--- src/rtl/mem_arb_pkg.sv ---
// Shared encodings for the memory arbiter: requester ids and FSM states.
// No logic; constants only. Optional feature macro: MEM_ARB_RR_EN (used by mem_arbiter).
// Ids double as the 1-bit tag stored per outstanding read.
package mem_arb_pkg;

  // Requester ids (also the tag pushed into the outstanding-read FIFO)
  localparam logic ID_IC = 1'b0;
  localparam logic ID_DC = 1'b1;

  // Arbiter FSM states
  localparam logic [0:0] ST_IDLE  = 1'b0;
  localparam logic [0:0] ST_WDATA = 1'b1;

endpackage

--- src/rtl/mem_arb_tag_fifo.sv ---
// Purpose: in-order tag FIFO remembering which requester owns each outstanding read.
// Latency: push/pop take effect at the clock edge; head/full/empty are registered views.
// Backpressure: none internally; caller must not push when full or pop when empty.
module mem_arb_tag_fifo #(
  parameter int DEPTH = 4
) (
  input  logic clk,
  input  logic reset,
  input  logic push,
  input  logic push_id,
  input  logic pop,
  output logic head,
  output logic full,
  output logic empty
);

  localparam int PW = $clog2(DEPTH);

  logic [DEPTH-1:0] mem_q, mem_d;
  logic [PW-1:0]    wr_ptr_q, wr_ptr_d, rd_ptr_q, rd_ptr_d;
  logic [PW:0]      cnt_q, cnt_d;

  // Next-state: write at wr_ptr, advance pointers, count tracks push minus pop
  always_comb begin
    mem_d    = mem_q;
    wr_ptr_d = wr_ptr_q;
    rd_ptr_d = rd_ptr_q;
    cnt_d    = cnt_q;
    if (push) begin
      mem_d[wr_ptr_q] = push_id;
      wr_ptr_d        = wr_ptr_q + PW'(1);
    end
    if (pop) begin
      rd_ptr_d = rd_ptr_q + PW'(1);
    end
    if (push && !pop) begin
      cnt_d = cnt_q + (PW+1)'(1);
    end else if (pop && !push) begin
      cnt_d = cnt_q - (PW+1)'(1);
    end
  end

  // State registers
  always_ff @(posedge clk) begin
    if (reset) begin
      mem_q    <= '0;
      wr_ptr_q <= '0;
      rd_ptr_q <= '0;
      cnt_q    <= '0;
    end else begin
      mem_q    <= mem_d;
      wr_ptr_q <= wr_ptr_d;
      rd_ptr_q <= rd_ptr_d;
      cnt_q    <= cnt_d;
    end
  end

  assign head  = mem_q[rd_ptr_q];
  assign full  = (cnt_q == (PW+1)'(DEPTH));
  assign empty = (cnt_q == '0);

endmodule

--- src/rtl/mem_arbiter.sv ---
// Purpose: shares one memory port between icache and dcache; routes in-order read responses back.
// Latency: zero-cycle request pass-through; write owner holds the port until its data beat fires.
// Backpressure: winner sees mem_req_rdy, loser sees 0; reads stall when the tag FIFO is full.
// Optional feature: define MEM_ARB_RR_EN for round-robin; otherwise dc always beats ic.
module mem_arbiter
  import mem_arb_pkg::*;
#(
  parameter int MEM_ADDR_BITS = 28,
  parameter int MEM_DATA_BITS = 128,
  parameter int MAX_OUTST     = 4
) (
  input  logic                       clk,
  input  logic                       reset,
  input  logic                       ic_req_val,
  output logic                       ic_req_rdy,
  input  logic [MEM_ADDR_BITS-1:0]   ic_req_addr,
  input  logic                       ic_req_rw,
  input  logic                       ic_req_data_valid,
  output logic                       ic_req_data_ready,
  input  logic [MEM_DATA_BITS-1:0]   ic_req_data_bits,
  input  logic [MEM_DATA_BITS/8-1:0] ic_req_data_mask,
  output logic                       ic_resp_val,
  output logic [MEM_DATA_BITS-1:0]   ic_resp_data,
  input  logic                       dc_req_val,
  output logic                       dc_req_rdy,
  input  logic [MEM_ADDR_BITS-1:0]   dc_req_addr,
  input  logic                       dc_req_rw,
  input  logic                       dc_req_data_valid,
  output logic                       dc_req_data_ready,
  input  logic [MEM_DATA_BITS-1:0]   dc_req_data_bits,
  input  logic [MEM_DATA_BITS/8-1:0] dc_req_data_mask,
  output logic                       dc_resp_val,
  output logic [MEM_DATA_BITS-1:0]   dc_resp_data,
  output logic                       mem_req_val,
  input  logic                       mem_req_rdy,
  output logic [MEM_ADDR_BITS-1:0]   mem_req_addr,
  output logic                       mem_req_rw,
  output logic                       mem_req_data_valid,
  input  logic                       mem_req_data_ready,
  output logic [MEM_DATA_BITS-1:0]   mem_req_data_bits,
  output logic [MEM_DATA_BITS/8-1:0] mem_req_data_mask,
  input  logic                       mem_resp_val,
  input  logic [MEM_DATA_BITS-1:0]   mem_resp_data,
  output logic                       arb_err
);

  logic [0:0] state_q, state_d;
  logic       owner_q, owner_d;
  logic       err_q, err_d;
`ifdef MEM_ARB_RR_EN
  logic       rr_q, rr_d;
`endif

  logic ic_elig, dc_elig, win_vld, win_id, win_rw, accept;
  logic data_act, data_own, data_fire;
  logic push, pop, fifo_head, fifo_full, fifo_empty;

  // Request arbitration: eligibility (reads need a free tag slot), winner pick, port steering
  always_comb begin
    ic_elig = !reset && (state_q == ST_IDLE) && ic_req_val && (ic_req_rw || !fifo_full);
    dc_elig = !reset && (state_q == ST_IDLE) && dc_req_val && (dc_req_rw || !fifo_full);
    win_vld = ic_elig || dc_elig;
`ifdef MEM_ARB_RR_EN
    win_id  = (ic_elig && dc_elig) ? rr_q : (dc_elig ? ID_DC : ID_IC);
`else
    win_id  = dc_elig ? ID_DC : ID_IC;
`endif
    win_rw       = (win_id == ID_DC) ? dc_req_rw : ic_req_rw;
    mem_req_val  = win_vld;
    mem_req_addr = (win_id == ID_DC) ? dc_req_addr : ic_req_addr;
    mem_req_rw   = win_vld && win_rw;
    ic_req_rdy   = win_vld && (win_id == ID_IC) && mem_req_rdy;
    dc_req_rdy   = win_vld && (win_id == ID_DC) && mem_req_rdy;
    accept       = win_vld && mem_req_rdy;
  end

  // Write-data channel: open during WDATA, or in the very cycle a write is accepted
  always_comb begin
    data_act           = !reset && ((state_q == ST_WDATA) || (accept && win_rw));
    data_own           = (state_q == ST_WDATA) ? owner_q : win_id;
    mem_req_data_valid = data_act &&
                         ((data_own == ID_DC) ? dc_req_data_valid : ic_req_data_valid);
    mem_req_data_bits  = (data_own == ID_DC) ? dc_req_data_bits : ic_req_data_bits;
    mem_req_data_mask  = (data_own == ID_DC) ? dc_req_data_mask : ic_req_data_mask;
    ic_req_data_ready  = data_act && (data_own == ID_IC) && mem_req_data_ready;
    dc_req_data_ready  = data_act && (data_own == ID_DC) && mem_req_data_ready;
    data_fire          = mem_req_data_valid && mem_req_data_ready;
  end

  // Response steering: each response beat belongs to the oldest outstanding read
  always_comb begin
    push         = accept && !win_rw;
    pop          = !reset && mem_resp_val && !fifo_empty;
    ic_resp_val  = pop && (fifo_head == ID_IC);
    dc_resp_val  = pop && (fifo_head == ID_DC);
    ic_resp_data = mem_resp_data;
    dc_resp_data = mem_resp_data;
    arb_err      = err_q;
  end

  // FSM, write owner, sticky error and (optionally) round-robin pointer next-state
  always_comb begin
    state_d = state_q;
    owner_d = owner_q;
    err_d   = err_q || (mem_resp_val && fifo_empty);
    case (state_q)
      ST_IDLE: begin
        if (accept && win_rw && !data_fire) begin
          state_d = ST_WDATA;
          owner_d = win_id;
        end
      end
      ST_WDATA: begin
        if (data_fire) begin
          state_d = ST_IDLE;
        end
      end
      default: state_d = ST_IDLE;
    endcase
`ifdef MEM_ARB_RR_EN
    rr_d = accept ? !win_id : rr_q;
`endif
  end

  // State registers
  always_ff @(posedge clk) begin
    if (reset) begin
      state_q <= ST_IDLE;
      owner_q <= ID_IC;
      err_q   <= 1'b0;
`ifdef MEM_ARB_RR_EN
      rr_q    <= ID_DC;
`endif
    end else begin
      state_q <= state_d;
      owner_q <= owner_d;
      err_q   <= err_d;
`ifdef MEM_ARB_RR_EN
      rr_q    <= rr_d;
`endif
    end
  end

  mem_arb_tag_fifo #(
    .DEPTH(MAX_OUTST)
  ) u_tag_fifo (
    .clk    (clk),
    .reset  (reset),
    .push   (push),
    .push_id(win_id),
    .pop    (pop),
    .head   (fifo_head),
    .full   (fifo_full),
    .empty  (fifo_empty)
  );

endmodule

--- config.mk ---
export PLATFORM = sky130hd
export DESIGN_NAME = mem_arbiter
export DESIGN_NICKNAME = d
export VERILOG_FILES = /design/src/rtl/mem_arb_pkg.sv /design/src/rtl/mem_arb_tag_fifo.sv /design/src/rtl/mem_arbiter.sv
export SDC_FILE = /design/constraint.sdc
export NUM_CORES = 1
export LEC_CHECK = 0
export ABC_CLOCK_PERIOD_IN_PS = 8650
export BUFFER_PORTS_ARGS = -buffer_cell sky130_fd_sc_hd__buf_2
export CAP_MARGIN = 20
export CORE_AREA = 3 3 358 360
export CTS_CLUSTER_DIAMETER = 40
export DETAILED_ROUTE_END_ITERATION = 16
export DIE_AREA = 0 0 361 363
export SLEW_MARGIN = 15
export SYNTH_ARGS = -nofsm -noshare
export SYNTH_HDL_FRONTEND = slang
export SYNTH_SLANG_ARGS = --single-unit
--- constraint.sdc ---
create_clock -name clk -period 8.65 [get_ports clk]
set_clock_uncertainty 0.2 [all_clocks]
set_input_delay 1.73 -clock clk [delete_from_list [all_inputs] [get_ports clk]]
set_output_delay 1.73 -clock clk [all_outputs]
set_load 0.02 [all_outputs]
==> results.json <==
{
  "status": "complete, no violations",
  "drc_errors": 0,
  "rows": 130,
  "drive_gt1_share_pct": 80.4,
  "hold_violations": 0,
  "avgSynthCellArea_um2": 8.05,
  "rsz0062_at_grt": "no",
  "p_seq_share_pct": 9.9,
  "dpl.hpwl_mm": 86.0,
  "ys_seq_area_share_pct": 5.76,
  "setup_viol": 0,
  "met1_usage_pct": 13.4,
  "viasPerCell": 2.18,
  "min_period_over_period_pct": 68.4,
  "synth_cell_type_count": 39,
  "max-vdd-ir-drop_mv": 0.0756,
  "use_met3_pct": 9.21,
  "first_pass_iters": 4,
  "ioPinCount": 921,
  "core_area_um2": 125000,
  "nets": 1358,
  "clk_latency_ns": 0.24,
  "postCtsSetupBuffers": 0,
  "crit_chain": "buf_2, or3b_4, o21ai_4, buf_12, mux2_2, buf_2",
  "ctsRootBufferMaster": "clkbuf_16",
  "die_x_um": 361,
  "drtIter0Drc": 287,
  "fin_util_pct": 6.16,
  "ctsHtreeMaxLevel": 1,
  "clockBufferDepth": 2,
  "netlist_instances": 604,
  "grt_usage_pct": 12.9,
  "cpPeakStageDelay_ns": 0.49,
  "area_growth_pct": 58.9,
  "fin_area_um2": 7730,
  "cts_tree": "done",
  "grt_pass1_wl_mm": 99.0,
  "port_buffers": 536,
  "critPathTopFamily": "buffers and inverters",
  "relSlewSlack_pct": 62.7,
  "synth_top_area_share_pct": 41.8,
  "switchingPower_w": 0.000431,
  "synthFlopType": "dfxtp_1",
  "cp_common_cell": "buf_2",
  "gp_congestion": 0.774,
  "start_util_pct": 3.88,
  "antenna_found_initial": 58,
  "overflow": 0,
  "critPathBufInv": 3,
  "clock_power_share_pct": 12.7,
  "die-area_um2": 131000,
  "finalWirelength_mm": 88.9,
  "synth.largest_area_cell": "buf_4",
  "vias": 5526,
  "worst-endpoint-arrival_ns": 3.98,
  "drv_cap": 0,
  "period_needed_ns": 5.91,
  "ys_warn_count": 0,
  "avgRoutedWirePerCell_um": 35.1,
  "p_sw_share_pct": 56.5,
  "power.internal_w": 0.000332,
  "grt_pass1_vias": 5536,
  "ys_seq_elements": 14,
  "timing.hold.ws_ns": 0.273,
  "fmax_mhz": 169,
  "syn_nets": 1093,
  "min-delay-start": "arb_err",
  "maxSlewViolCount": 0,
  "synthArstFlopShare_pct": 0,
  "p_total_w": 0.000763,
  "synth_enable_flop_cells": 0,
  "path_clk_slew_ns": 0.05,
  "hold_path_class": "flop to flop",
  "cts_sinks": 14,
  "cts_resized": 0,
  "worst_pin_slew_ns": 0.559,
  "r2r-start": "state_q",
  "dpl-instance-area_um2": 7610,
  "worstSetupStartpointType": "input pin",
  "required_ns": 6.72,
  "crit_path_max_fanout": 85,
  "use_met2_pct": 22.2,
  "synth.cell_area_um2": 4860,
  "cts_hold_buffers": 0,
  "ant_nets": 0,
  "yosys-top-cells-area": "buf_4 42%, mux2_2 33%, nand2_1 6.9%, dfxtp_1 5.8%, ha_1 1.3%",
  "path_class": "input pin to output port",
  "critPathSlowestCell": "mux2_2",
  "cts_buffers": 3,
  "worst_setup_path_end_kind": "output port",
  "die_h_um": 363,
  "p_per_area_nw_per_um2": 98.7,
  "p_leak_nw": 3.30,
  "grt_start_max_net_pins": 86,
  "top_usage_layer": "met2",
  "combPwrFrac_pct": 77.4,
  "critPathLaunch": "reset",
  "tns_ns": 0
}
[layout by cell type, fill, tap and decap left out, types with 2 or more instances in the layout]
cell / netlist / layout
a21oi_1: 6 / 6
and2_1: 2 / 2
buf_12: 0 / 2
buf_2: 5 / 536
clkbuf_16: 0 / 3
dfxtp_1: 14 / 14
diode_2: 0 / 12
ha_1: 5 / 5
inv_1: 5 / 5
mux2_2: 144 / 144
mux2i_1: 3 / 3
nand2_1: 89 / 89
nand3_1: 4 / 4
nand3b_1: 4 / 4
nor2_1: 13 / 12
nor3b_1: 3 / 3
o21ai_0: 6 / 6
xnor2_1: 2 / 2
xor2_1: 3 / 3
[power by group through the flow]
stage	sequential, W	clock, W	combinational [W]
floorplan	0.0000768	0	0.000419
global placement	0.0000767	0	0.000616
detailed placement	0.0000770	0	0.000618
CTS	0.0000758	0.0000997	0.000621
global route	0.0000767	0.000104	0.000627
finish	0.0000758	0.0000965	0.000590
[routing by layer]
metal / wire length, µm / vias to the layer above / part of all wire, %
met3: 14400 / 86 / 16
met5: 249 / - / 0.28
met2: 42000 / 734 / 47
met4: 521 / 34 / 0.59
li1: - / 2279 / -
met1: 31700 / 2393 / 36
[cell type report]
cell class | count | area, µm²
clock buffer | 4 | 88.8
inverter | 5 | 18.8
antenna | 12 | 30.0
sequential | 14 | 280
fill | 14900 | 118000
tap | 1650 | 2060
multi-input combinational | 305 | 2500
timing repair buffer | 540 | 2740
[registers in the layout, indices dropped and copies added, names as in the netlist]
signal / count
u_tag_fifo.mem_q: 4
owner_q: 1
u_tag_fifo.cnt_q: 3
u_tag_fifo.wr_ptr_q: 2
u_tag_fifo.rd_ptr_q: 2
arb_err: 1
state_q: 1
[through the flow]
stage,std cells,setup WS (ns)
global placement,2513,2.75
detailed placement,2514,2.74
CTS,2518,2.74
finish,2530,2.74
floorplan,604,3.67
global route,2519,2.64
[worst min-delay path: cells and delay by family (launching register included)]
family | cells | cell delay (ns)
and+or+nand+nor | 1 | 0.07
DFF | 1 | 0.32
AOI/OAI and AO/OA | 1 | 0.04
[kinds of logic after synthesis]
kind of cell	Yosys count	synth area share, %
AOI/OAI and AO/OA	20	2.70
xor gates and xnor gates	5	0.900
adders and majority gates	6	1.70
buffers and inverters	285	43.0
DFF	14	5.76
muxes	148	34.4
and+or+nand+nor	126	11.5
[worst paths after layout]
check / end / slack (ns) / depth (start not counted)
max: mem_req_data_bits[67] / 2.74 / 6
min: arb_err / 0.27 / 2
max reg2reg: u_tag_fifo.cnt_q[2] / 5.69 / 9
min reg2reg: arb_err / 0.27 / 2
[synthesized netlist by cell type (2+ instances only)]
master / number
buf_4: 271
mux2_2: 144
nand2_1: 89
dfxtp_1: 14
nor2_1: 13
a21oi_1: 6
o21ai_0: 6
buf_2: 5
ha_1: 5
inv_1: 5
clkbuf_1: 4
nand3_1: 4
nand3b_1: 4
mux2i_1: 3
nor3b_1: 3
xor2_1: 3
and2_1: 2
xnor2_1: 2
(Power assumes the default switching activity.)
